## config.mk

```make
export PLATFORM = sky130hd
export DESIGN_NAME = regfile_wb_queue_flat
export DESIGN_NICKNAME = d
export VERILOG_FILES = /design/src/rtl/regfile_wb_queue_if.sv /design/src/rtl/regfile_wb_queue.sv /design/src/flat_wrapper.sv
export SDC_FILE = /design/constraint.sdc
export NUM_CORES = 1
export LEC_CHECK = 0
export ABC_CLOCK_PERIOD_IN_PS = 7600
export CORE_ASPECT_RATIO = 1.25
export CORE_MARGIN = 1
export CORE_UTILIZATION = 59
export DETAILED_ROUTE_END_ITERATION = 8
export PLACE_DENSITY = 0.95
export SLEW_MARGIN = 20
export SYNTH_ARGS = -nofsm -noshare
export SYNTH_HDL_FRONTEND = slang
export SYNTH_SLANG_ARGS = --single-unit
```

## constraint.sdc

```tcl
create_clock -name clk -period 7.6 [get_ports clk]
set_input_delay 1.52 -clock clk [delete_from_list [all_inputs] [get_ports clk]]
set_output_delay 1.52 -clock clk [all_outputs]
set_load 0.01 [all_outputs]
```

## src/rtl/regfile_wb_queue_if.sv

```systemverilog
// Writeback queue bus: load/ALU result handshakes, register-file write port and pending-write lookup.
// master = producer/consumer side, slave = regfile_wb_queue.
interface regfile_wb_queue_if #(
    parameter int ASIZE = 5,
    parameter int DSIZE = 32
);
    logic             mem_valid;
    logic             mem_ready;
    logic [ASIZE-1:0] mem_waddr;
    logic [DSIZE-1:0] mem_wdata;
    logic             alu_valid;
    logic             alu_ready;
    logic [ASIZE-1:0] alu_waddr;
    logic [DSIZE-1:0] alu_wdata;
    logic             wen;
    logic [ASIZE-1:0] waddr;
    logic [DSIZE-1:0] wdata;
    logic [ASIZE-1:0] qaddr;
    logic             qhit;
    logic             busy;

    modport master (
        output mem_valid, mem_waddr, mem_wdata,
        output alu_valid, alu_waddr, alu_wdata,
        output qaddr,
        input  mem_ready, alu_ready,
        input  wen, waddr, wdata,
        input  qhit, busy
    );

    modport slave (
        input  mem_valid, mem_waddr, mem_wdata,
        input  alu_valid, alu_waddr, alu_wdata,
        input  qaddr,
        output mem_ready, alu_ready,
        output wen, waddr, wdata,
        output qhit, busy
    );
endinterface

```

## src/rtl/regfile_wb_queue.sv

```systemverilog
// In-order DEPTH-entry writeback FIFO (loads before ALU, r0 dropped), draining one write per cycle; mem write 1 cycle after accept, ALU alongside it 2.
// Readies come from the registered free count only; `REGFILE_WB_BYPASS_EN` lets an accepted write skip an empty FIFO in the same cycle.
module regfile_wb_queue #(
    parameter int ASIZE = 5,
    parameter int DSIZE = 32,
    parameter int DEPTH = 4
) (
    input  logic               clk,
    input  logic               rst,
    regfile_wb_queue_if.slave  bus
);
    localparam int PW = $clog2(DEPTH);
    localparam int CW = PW + 1;

    logic [ASIZE-1:0] q_addr [DEPTH];
    logic [DSIZE-1:0] q_data [DEPTH];
    logic [PW-1:0]    rd_ptr;
    logic [PW-1:0]    wr_ptr;
    logic [PW-1:0]    alu_slot;
    logic [PW-1:0]    off;
    logic [CW-1:0]    count;
    logic [CW-1:0]    count_nxt;
    logic [CW-1:0]    free;
    logic [1:0]       n_enq;

    logic mem_rdy, alu_rdy;
    logic mem_acc, alu_acc;
    logic mem_live, alu_live;
    logic byp_mem, byp_alu;
    logic enq_mem, enq_alu;
    logic deq;
    logic hit;

    logic             wen_c;
    logic [ASIZE-1:0] waddr_c;
    logic [DSIZE-1:0] wdata_c;

    // Free space is taken from the registered count so a same-cycle pop never widens acceptance.
    assign free    = CW'(DEPTH) - count;
    assign mem_rdy = !rst && (free != '0);
    assign alu_rdy = !rst && ((free >= CW'(2)) || ((free != '0) && !bus.mem_valid));

    assign mem_acc  = bus.mem_valid && mem_rdy;
    assign alu_acc  = bus.alu_valid && alu_rdy;
    assign mem_live = mem_acc && (bus.mem_waddr != '0);
    assign alu_live = alu_acc && (bus.alu_waddr != '0);
    assign deq      = (count != '0);

`ifdef REGFILE_WB_BYPASS_EN
    // Only the older write may bypass; a concurrent ALU result queues behind it.
    assign byp_mem = (count == '0) && mem_live;
    assign byp_alu = (count == '0) && alu_live && !mem_live;
`else
    assign byp_mem = 1'b0;
    assign byp_alu = 1'b0;
`endif

    assign enq_mem   = mem_live && !byp_mem;
    assign enq_alu   = alu_live && !byp_alu;
    assign n_enq     = {1'b0, enq_mem} + {1'b0, enq_alu};
    assign alu_slot  = wr_ptr + PW'(enq_mem);
    assign count_nxt = count + CW'(n_enq) - CW'(deq);

    always_comb begin
        wen_c   = 1'b0;
        waddr_c = '0;
        wdata_c = '0;
        if (!rst) begin
            if (byp_mem) begin
                wen_c   = 1'b1;
                waddr_c = bus.mem_waddr;
                wdata_c = bus.mem_wdata;
            end else if (byp_alu) begin
                wen_c   = 1'b1;
                waddr_c = bus.alu_waddr;
                wdata_c = bus.alu_wdata;
            end else begin
                wen_c   = deq;
                waddr_c = q_addr[rd_ptr];
                wdata_c = q_data[rd_ptr];
            end
        end
    end

    // An entry is live when its distance from the head is below count; the head itself counts.
    always_comb begin
        hit = 1'b0;
        off = '0;
        for (int i = 0; i < DEPTH; i++) begin
            off = PW'(i) - rd_ptr;
            if ((CW'(off) < count) && (q_addr[i] == bus.qaddr)) begin
                hit = 1'b1;
            end
        end
    end

    assign bus.mem_ready = mem_rdy;
    assign bus.alu_ready = alu_rdy;
    assign bus.wen       = wen_c;
    assign bus.waddr     = waddr_c;
    assign bus.wdata     = wdata_c;
    assign bus.qhit      = !rst && hit && (bus.qaddr != '0);
    assign bus.busy      = !rst && deq;

    always_ff @(posedge clk) begin
        if (rst) begin
            rd_ptr <= '0;
            wr_ptr <= '0;
            count  <= '0;
            for (int i = 0; i < DEPTH; i++) begin
                q_addr[i] <= '0;
                q_data[i] <= '0;
            end
        end else begin
            if (enq_mem) begin
                q_addr[wr_ptr] <= bus.mem_waddr;
                q_data[wr_ptr] <= bus.mem_wdata;
            end
            if (enq_alu) begin
                q_addr[alu_slot] <= bus.alu_waddr;
                q_data[alu_slot] <= bus.alu_wdata;
            end
            wr_ptr <= wr_ptr + PW'(n_enq);
            if (deq) begin
                rd_ptr <= rd_ptr + PW'(1);
            end
            count <= count_nxt;
        end
    end
endmodule

```

## src/flat_wrapper.sv

```systemverilog
// flat-port wrapper written by rule: the top's interface ports become plain ports
module regfile_wb_queue_flat 
#(
    parameter int ASIZE = 5,
    parameter int DSIZE = 32,
    parameter int DEPTH = 4
)
  (clk, rst, bus_mem_valid, bus_mem_waddr, bus_mem_wdata, bus_alu_valid, bus_alu_waddr, bus_alu_wdata, bus_qaddr, bus_mem_ready, bus_alu_ready, bus_wen, bus_waddr, bus_wdata, bus_qhit, bus_busy);
  regfile_wb_queue_if #(.ASIZE(ASIZE), .DSIZE(DSIZE)) bus_i ();
  input  logic clk;
  input  logic rst;
  input wire logic [$bits(bus_i.mem_valid)-1:0] bus_mem_valid;
  input wire logic [$bits(bus_i.mem_waddr)-1:0] bus_mem_waddr;
  input wire logic [$bits(bus_i.mem_wdata)-1:0] bus_mem_wdata;
  input wire logic [$bits(bus_i.alu_valid)-1:0] bus_alu_valid;
  input wire logic [$bits(bus_i.alu_waddr)-1:0] bus_alu_waddr;
  input wire logic [$bits(bus_i.alu_wdata)-1:0] bus_alu_wdata;
  input wire logic [$bits(bus_i.qaddr)-1:0] bus_qaddr;
  output wire logic [$bits(bus_i.mem_ready)-1:0] bus_mem_ready;
  output wire logic [$bits(bus_i.alu_ready)-1:0] bus_alu_ready;
  output wire logic [$bits(bus_i.wen)-1:0] bus_wen;
  output wire logic [$bits(bus_i.waddr)-1:0] bus_waddr;
  output wire logic [$bits(bus_i.wdata)-1:0] bus_wdata;
  output wire logic [$bits(bus_i.qhit)-1:0] bus_qhit;
  output wire logic [$bits(bus_i.busy)-1:0] bus_busy;
  assign bus_i.mem_valid = bus_mem_valid;
  assign bus_i.mem_waddr = bus_mem_waddr;
  assign bus_i.mem_wdata = bus_mem_wdata;
  assign bus_i.alu_valid = bus_alu_valid;
  assign bus_i.alu_waddr = bus_alu_waddr;
  assign bus_i.alu_wdata = bus_alu_wdata;
  assign bus_i.qaddr = bus_qaddr;
  assign bus_mem_ready = bus_i.mem_ready;
  assign bus_alu_ready = bus_i.alu_ready;
  assign bus_wen = bus_i.wen;
  assign bus_waddr = bus_i.waddr;
  assign bus_wdata = bus_i.wdata;
  assign bus_qhit = bus_i.qhit;
  assign bus_busy = bus_i.busy;
  regfile_wb_queue #(.ASIZE(ASIZE), .DSIZE(DSIZE), .DEPTH(DEPTH)) u_core (.clk(clk), .rst(rst), .bus(bus_i));
endmodule
```

==> results by group, run 1 <==
STA
  • Final Max Tran Viols: 0
  • Worst Skew: between 4 and 5 ps
  • Slew margin rel.: 24.6%
  • Fmax: 0.178 GHz
  • Hold Fails Final Rpt: 0
  • Worst-Margin Slew: 1130 ps
  • Worst Slack Setup Final: ~2000 ps
  • Setup tns final: 0 ps
  • Final period utilization: 73.9%
  • Fin crit period: 5620 ps
  • RSZ-0062 raised after global routing: no
  • Final setup fails: 0

Yosys
  • Synth Register Bits: approximately 160
  • Ys Warns: 0
  • Synthesized netlist cell count: ~770
  • Biggest area consumer among synthesized cells: edfxtp_1
  • Synthesized net count: approximately 870
  • Seq/Total Area, Yosys: 54.0%
  • Top_reg_cell synth: edfxtp_1
  • Post-synth ARST share: 0%
  • Syn avg cell area: ~11 um2
  • Most numerous cell in the Yosys netlist: nand2_1
  • Synth Cell Area: 8570 um2
  • Synth cell types: 44
  • Leading post-synthesis cells by cell area: edfxtp_1 (52%), nand2_1 (9.8%), mux4_2 (9.7%)
  • Area share of the largest cell type after synthesis: 51.9%
  • Number of synthesized flops with an enable pin: 148
  • Most frequent cells after synthesis: nand2_1 (223), edfxtp_1 (148), o21ai_0 (104), and2_1 (37), mux4_2 (37)

Clock network
  • TritonCTS clock tree: built
  • Root Buffer: clkbuf_16
  • Num CTS Buffers: 17
  • H-tree Lvls: 4
  • Post_cts resized: 0
  • Maximum clock path buffer count: 2
  • Clk_lat worst skew: 430 ps
  • Clk slew on worst S/H paths: 60 ps
  • Post-CTS Setup Inserts: 0
  • Clk sinks: 157
  • Hold_buf cts: 0

Setup path
  • Critical path peak fanout: 38
  • Kind of critical path: in2reg
  • WP data arrival: approximately 5800 ps
  • Worst setup EP type: flop
  • Required time of the critical path: 7790 ps
  • Setup crit start kind: input port

Die
  • IO Count: 125
  • Die Area: 15000 um2
  • Die X: between 100 and 150 um
  • Initial Util: 61.2%
  • Die H: 137 um
  • Core Footprint: 14000 um2
  • Rows: 48

Flow run
  • Max cap viols: 0

Global route
  • GR Util All Layers: between 30% and 40%
  • Vias in the first global route: slightly below 7k
  • Largest net degree at the start of global routing: 75
  • Global-route wire length before repair: approximately 36 mm
  • Initial antenna violation count: 0
  • Global route total overflow: 0

Placed design
  • Place WS: around 1800 ps
  • Dpl hpwl: 13.8 mm
  • Number of port buffers: 124
  • Placer Congestion: 0.832

Pwr
  • Sequential cell fraction of total power: 40.5%
  • Cell Int Power: 2.21 mW
  • Leakage power: 3.58 nW
  • Combinational power share: 33.7%
  • Worst vdd ir: 0.000163 V
  • Net switching power of the design: between 1 and 1.5 mW
  • Net Sw Frac: between 30% and 40%
  • Pwr per Cell Area: 311 nW/um2
  • Clock group share of total power: 25.8%

Detailed routing
  • DRT Wirelength: 23.3 mm
  • ANT nets after route: 0
  • Drt pass-1 iters: 8
  • Drt first-iter violations: ~830
  • Total number of vias: 6799
  • WL/cell: 22.3 um
  • Via/cell ratio: 6.51
  • DRC Markers: 0

Cells and area
  • Post-layout util: 74.3%
  • Diodes inserted: 0
  • Fill count: 805
  • Layout Area Growth over Synthesis: 21.3%
  • Share of cells above drive strength 1: 10.5%
  • Layout Nets: 955

Worst hold path
  • HP Class: reg2reg

Outcome
  • Status: finished, final reports clean
==> state kept, by name (all words and copies together) (netlist names), named ones only <==
name	flops
u_core.wr_ptr	2
u_core.rd_ptr	2
u_core.q_data	128
u_core.count	3
u_core.q_addr	20
==> path summary, 6_finish.rpt <==
path,slack (ps),cells after the start,start,to
worst min-delay path,580,2,u_core.rd_ptr[0],u_core.rd_ptr[0]
worst max register to register,2910,11,u_core.count[1],u_core.q_addr[2][2]
worst min register to register,580,2,u_core.rd_ptr[0],u_core.rd_ptr[0]
worst max-delay path,1980,9,rst,u_core.q_addr[2][2]
==> area by class of cell <==
| cell class | instances | area (um2) | area share (%) |
|---|---|---|---|
| well taps | 175 | 219 | 2.11 |
| clock buffers | 18 | 429 | 4.13 |
| clock inverters | 14 | 145 | 1.40 |
| multi-input cells | 537 | 3630 | 34.9 |
| flip-flops and latches | 157 | 4630 | 44.5 |
| inverters | 13 | 48.8 | 0.469 |
| repair buffers | 131 | 1290 | 12.4 |
==> cell families (layout without fill, tap and decap cells) <==
kind of cell / count (synthesis) / in the layout / synth area share [%]
and+or+nand+nor: 298 / 298 / 15.7
adders and majority gates: 15 / 15 / 2.28
xor gates and xnor gates: 27 / 27 / 2.76
muxes: 37 / 37 / 9.72
DFF: 157 / 157 / 54.0
buffers and inverters: 75 / 176 / 4.07
AOI/OAI and AO/OA: 160 / 160 / 11.5
==> layer usage <==
layer / wire (um) / part of all wire (%) / track usage (%)
met5: 0 / 0 / 0
met4: 1020 / 4.4 / 19.6
met3: 2350 / 10 / 5.86
met1: 7800 / 33 / 39.0
met2: 12200 / 52 / 56.6
==> power groups by stage <==
stage	combinational, mW	clock [mW]	sequential, mW
2_1_floorplan	0.753	0	1.22
3_3_place_gp	1.03	0	1.30
3_5_place_dp	1.06	0	1.32
4_1_cts	1.08	0.827	1.31
5_1_grt	1.18	0.857	1.32
6_report	1.09	0.834	1.31
==> stage by stage <==
step           area [um2]  power [mW]  instances  hold WS [ps]
2_1_floorplan        8570        1.98        769           533
3_3_place_gp         9820        2.33       1013           561
3_5_place_dp         9820        2.38       1013           579
4_1_cts             10400        3.21       1045           588
5_1_grt             10400        3.36       1045           623
6_report            10400        3.23       1045           585
==> worst max-delay path, cell delays in order <==
cell,delay [ps]
clkdlybuf4s50_1,740
nor3b_4,530
o21a_2,810
ha_1,310
xor2_1,410
nor4b_4,310
buf_4,480
nor2_4,310
a32o_1,340
==> cell usage in the layout (no fill, tap or decap), types with 3 or more instances in the layout <==
| cell type | Yosys | final |
|---|---|---|
| clkinvlp_4 | 0 | 3 |
| clkbuf_16 | 0 | 17 |
| o21ai_0 | 104 | 104 |
| a221oi_1 | 3 | 3 |
| clkdlybuf4s50_1 | 0 | 124 |
| buf_4 | 3 | 7 |
| ha_1 | 14 | 14 |
| mux4_2 | 37 | 37 |
| xor2_1 | 18 | 18 |
| inv_1 | 13 | 13 |
| nand2_1 | 223 | 223 |
| clkinv_2 | 0 | 3 |
| nor2b_1 | 3 | 3 |
| o21ai_1 | 8 | 8 |
| nor4_1 | 5 | 3 |
| a21oi_1 | 3 | 3 |
| clkinv_4 | 0 | 3 |
| dfxtp_1 | 9 | 7 |
| edfxtp_1 | 148 | 148 |
| or4_1 | 3 | 3 |
| nor2_1 | 9 | 9 |
| a22o_1 | 36 | 36 |
| xnor2_1 | 9 | 9 |
| and2_1 | 37 | 37 |
Power figures use the tool's default switching activity.
==> run 2: changes to the inputs <==
--- a/config.mk
+++ b/config.mk
@@ -5,12 +5,12 @@
 export SDC_FILE = /design/constraint.sdc
 export NUM_CORES = 1
 export LEC_CHECK = 0
-export ABC_CLOCK_PERIOD_IN_PS = 7600
+export ABC_CLOCK_PERIOD_IN_PS = 5100
 export CORE_ASPECT_RATIO = 1.25
 export CORE_MARGIN = 1
-export CORE_UTILIZATION = 59
+export CORE_UTILIZATION = 50
 export DETAILED_ROUTE_END_ITERATION = 8
-export PLACE_DENSITY = 0.95
+export PLACE_DENSITY = 0.86
 export SLEW_MARGIN = 20
 export SYNTH_ARGS = -nofsm -noshare
 export SYNTH_HDL_FRONTEND = slang
==> constraint.sdc (replaced) <==
create_clock -name clk -period 5.1 [get_ports clk]
set_input_delay 1.02 -clock clk [delete_from_list [all_inputs] [get_ports clk]]
set_output_delay 1.02 -clock clk [all_outputs]
set_load 0.01 [all_outputs]
==> results by group, run 2 (synthesized netlist as in run 1, its figures left out) <==
Outcome
  • Status: finished, final reports clean

Detailed routing
  • DRC Markers: 0 (unchanged)
  • WL/cell: 20.2 um (-9.3%)
  • Total number of vias: 6474 (-4.8%)
  • ANT nets after route: 0 (unchanged)
  • Via/cell ratio: 5.89 (-9.5%)
  • DRT Wirelength: 22.2 mm (-4.6%)
  • Drt first-iter violations: 565 (-32%)
  • Drt pass-1 iters: 5 (-3)

Clock network
  • Hold_buf cts: 0 (unchanged)
  • Root Buffer: clkbuf_16
  • TritonCTS clock tree: built
  • Post_cts resized: 0 (unchanged)
  • Post-CTS Setup Inserts: 0 (unchanged)
  • Clk slew on worst S/H paths: 60 ps (about the same)
  • Clk sinks: 157 (unchanged)
  • Maximum clock path buffer count: 2 (unchanged)
  • H-tree Lvls: 4 (unchanged)
  • Clk_lat worst skew: 430 ps (about the same)
  • Num CTS Buffers: 17 (unchanged)

Cells and area
  • Share of cells above drive strength 1: 11.2% (+0.71 points)
  • Largest registers: u_core.q_data: 128 flops, u_core.q_addr: 20 flops, u_core.count: 3 flops
  • Fill count: 1214 (+51%)
  • Max reg flops: 128 (unchanged)
  • Commonest non-fill, non-tap cell in the layout: nand2_1
  • Top reg by flops: u_core.q_data
  • Most frequent cells in the layout: nand2_1 (223), edfxtp_1 (148), clkdlybuf4s50_1 (124)
  • Non-filler cells in the finished layout: 1099 (+5.2%)
  • Layout Area Growth over Synthesis: 23.6%
  • Layout Nets: 962 (+0.73%)

STA
  • Final setup fails: 0 (unchanged)
  • Hold Fails Final Rpt: 0 (unchanged)
  • Worst-Margin Slew: 1090 ps (-38.1 ps)
  • RSZ-0062 raised after global routing: no
  • Fin crit period: 4190 ps
  • Final Max Tran Viols: 0 (unchanged)
  • Setup tns final: 0 ps (unchanged)
  • Fmax: approximately 0.24 GHz
  • Slew margin rel.: 27.0% (+2.4 points)
  • Final period utilization: 82.1%
  • Worst Skew: 6.90 ps (+2.10 ps)
  • Final hold slack: 590 ps (+5.10 ps)

Die
  • Die X: 119 um (+8.5%)
  • Rows: 53 (+10%)
  • Initial Util: 51.1% (-10 points)
  • IO Count: 125 (unchanged)
  • Die H: 148 um (+8.5%)
  • Core Footprint: 16800 um2 (+20%)
  • Die Area: 17700 um2 (+18%)

Global route
  • Vias in the first global route: 6660 (-2.1%)
  • Largest net degree at the start of global routing: 75 (unchanged)
  • Global-route wire length before repair: 34.7 mm (-3.9%)
  • Global route total overflow: 0 (unchanged)
  • GR Util All Layers: 26.1% (-7.1 points)
  • Initial antenna violation count: 2 (+2)

Setup path
  • Setup crit start kind: input port
  • Required time of the critical path: 4080 ps (-3710 ps)
  • WP data arrival: 3170 ps (-2640 ps)
  • Worst setup EP type: primary output
  • Kind of critical path: in2out
  • Critical path peak fanout: 17 (-55%)

Pwr
  • Leakage power: 3.64 nW (+1.9%)
  • Tot Pwr: 4.88 mW (+51%)
  • Pwr per Cell Area: 460 nW/um2 (+48%)
  • Worst vdd ir: 0.000271 V (+66%)

Flow run
  • Max cap viols: 0 (unchanged)

Placed design
  • Number of port buffers: 124 (unchanged)
  • Post-Place Cells: 1065 (+5.1%)
  • Dpl hpwl: 13.6 mm (-1.1%)
  • Placer Congestion: 0.829 (-0.36%)

Worst hold path
  • HP Class: reg2reg
[run 2: cell count changes in the layout (fill, tap and decap cells not counted), sizes merged]
cell    previous run  this run
buf                7        14
clkinv             7         4
inv               15        18
diode              0         2
bufinv             2         3
clkbuf            18        17
[run 2: per-stage QoR]
step | setup slack (ps) | instance area, um2 | util (%)
4_1_cts | 950 | 10600 | 63.1
6_report | 915 | 10600 | 63.2
3_3_place_gp | 850 | 9980 | 59.5
5_1_grt | 826 | 10600 | 63.1
3_5_place_dp | 766 | 9980 | 59.5
2_1_floorplan | 706 | 8570 | -
[run 2: worst max-delay path, stage by stage]
cell             delay [ps]
clkdlybuf4s50_1         520
inv_1                   590
buf_4                   280
and2_1                  180
clkdlybuf4s50_1         560
[run 2: cell type report]
class / instances / area, um2 / area share, %
multi-input cells: 537 / 3630 / 34.3
well taps: 220 / 275 / 2.60
clock inverters: 15 / 186 / 1.76
clock buffers: 17 / 425 / 4.02
diodes: 2 / 5.00 / 0.0472
repair buffers: 138 / 1400 / 13.2
inverters: 13 / 48.8 / 0.461
flip-flops and latches: 157 / 4630 / 43.7
[run 2: path summary, 6_finish.rpt]
check | from | endpoint | slack (ps) | cells after the start
max | rst | bus_wdata[11] | 910 | 5
min reg2reg | u_core.rd_ptr[0] | flop | 590 | 2
max reg2reg | u_core.count[1] | u_core.q_data[3][30] | 1560 | 10
min | u_core.rd_ptr[0] | flop | 590 | 2
[run 2: report_power, final]
group          switching, mW  total [mW]  leakage [nW]  internal, mW
logic                  0.770        1.62          1.74         0.854
clock network          0.530        1.31         0.289         0.778
registers              0.212        1.95          1.62          1.73
total                   1.51        4.88          3.64          3.37
[run 2: metal layers]
| metal | part of all wire [%] | wire [um] | GRT usage (%) | vias up |
|---|---|---|---|---|
| li1 | - | - | - | 2970 |
| met2 | 53 | 11700 | 45.8 | 359 |
| met5 | 0 | 0 | 0 | - |
| met3 | 8.8 | 1950 | 4.52 | 53 |
| met1 | 36 | 7980 | 30.7 | 3092 |
| met4 | 2.5 | 562 | 13.2 | 0 |
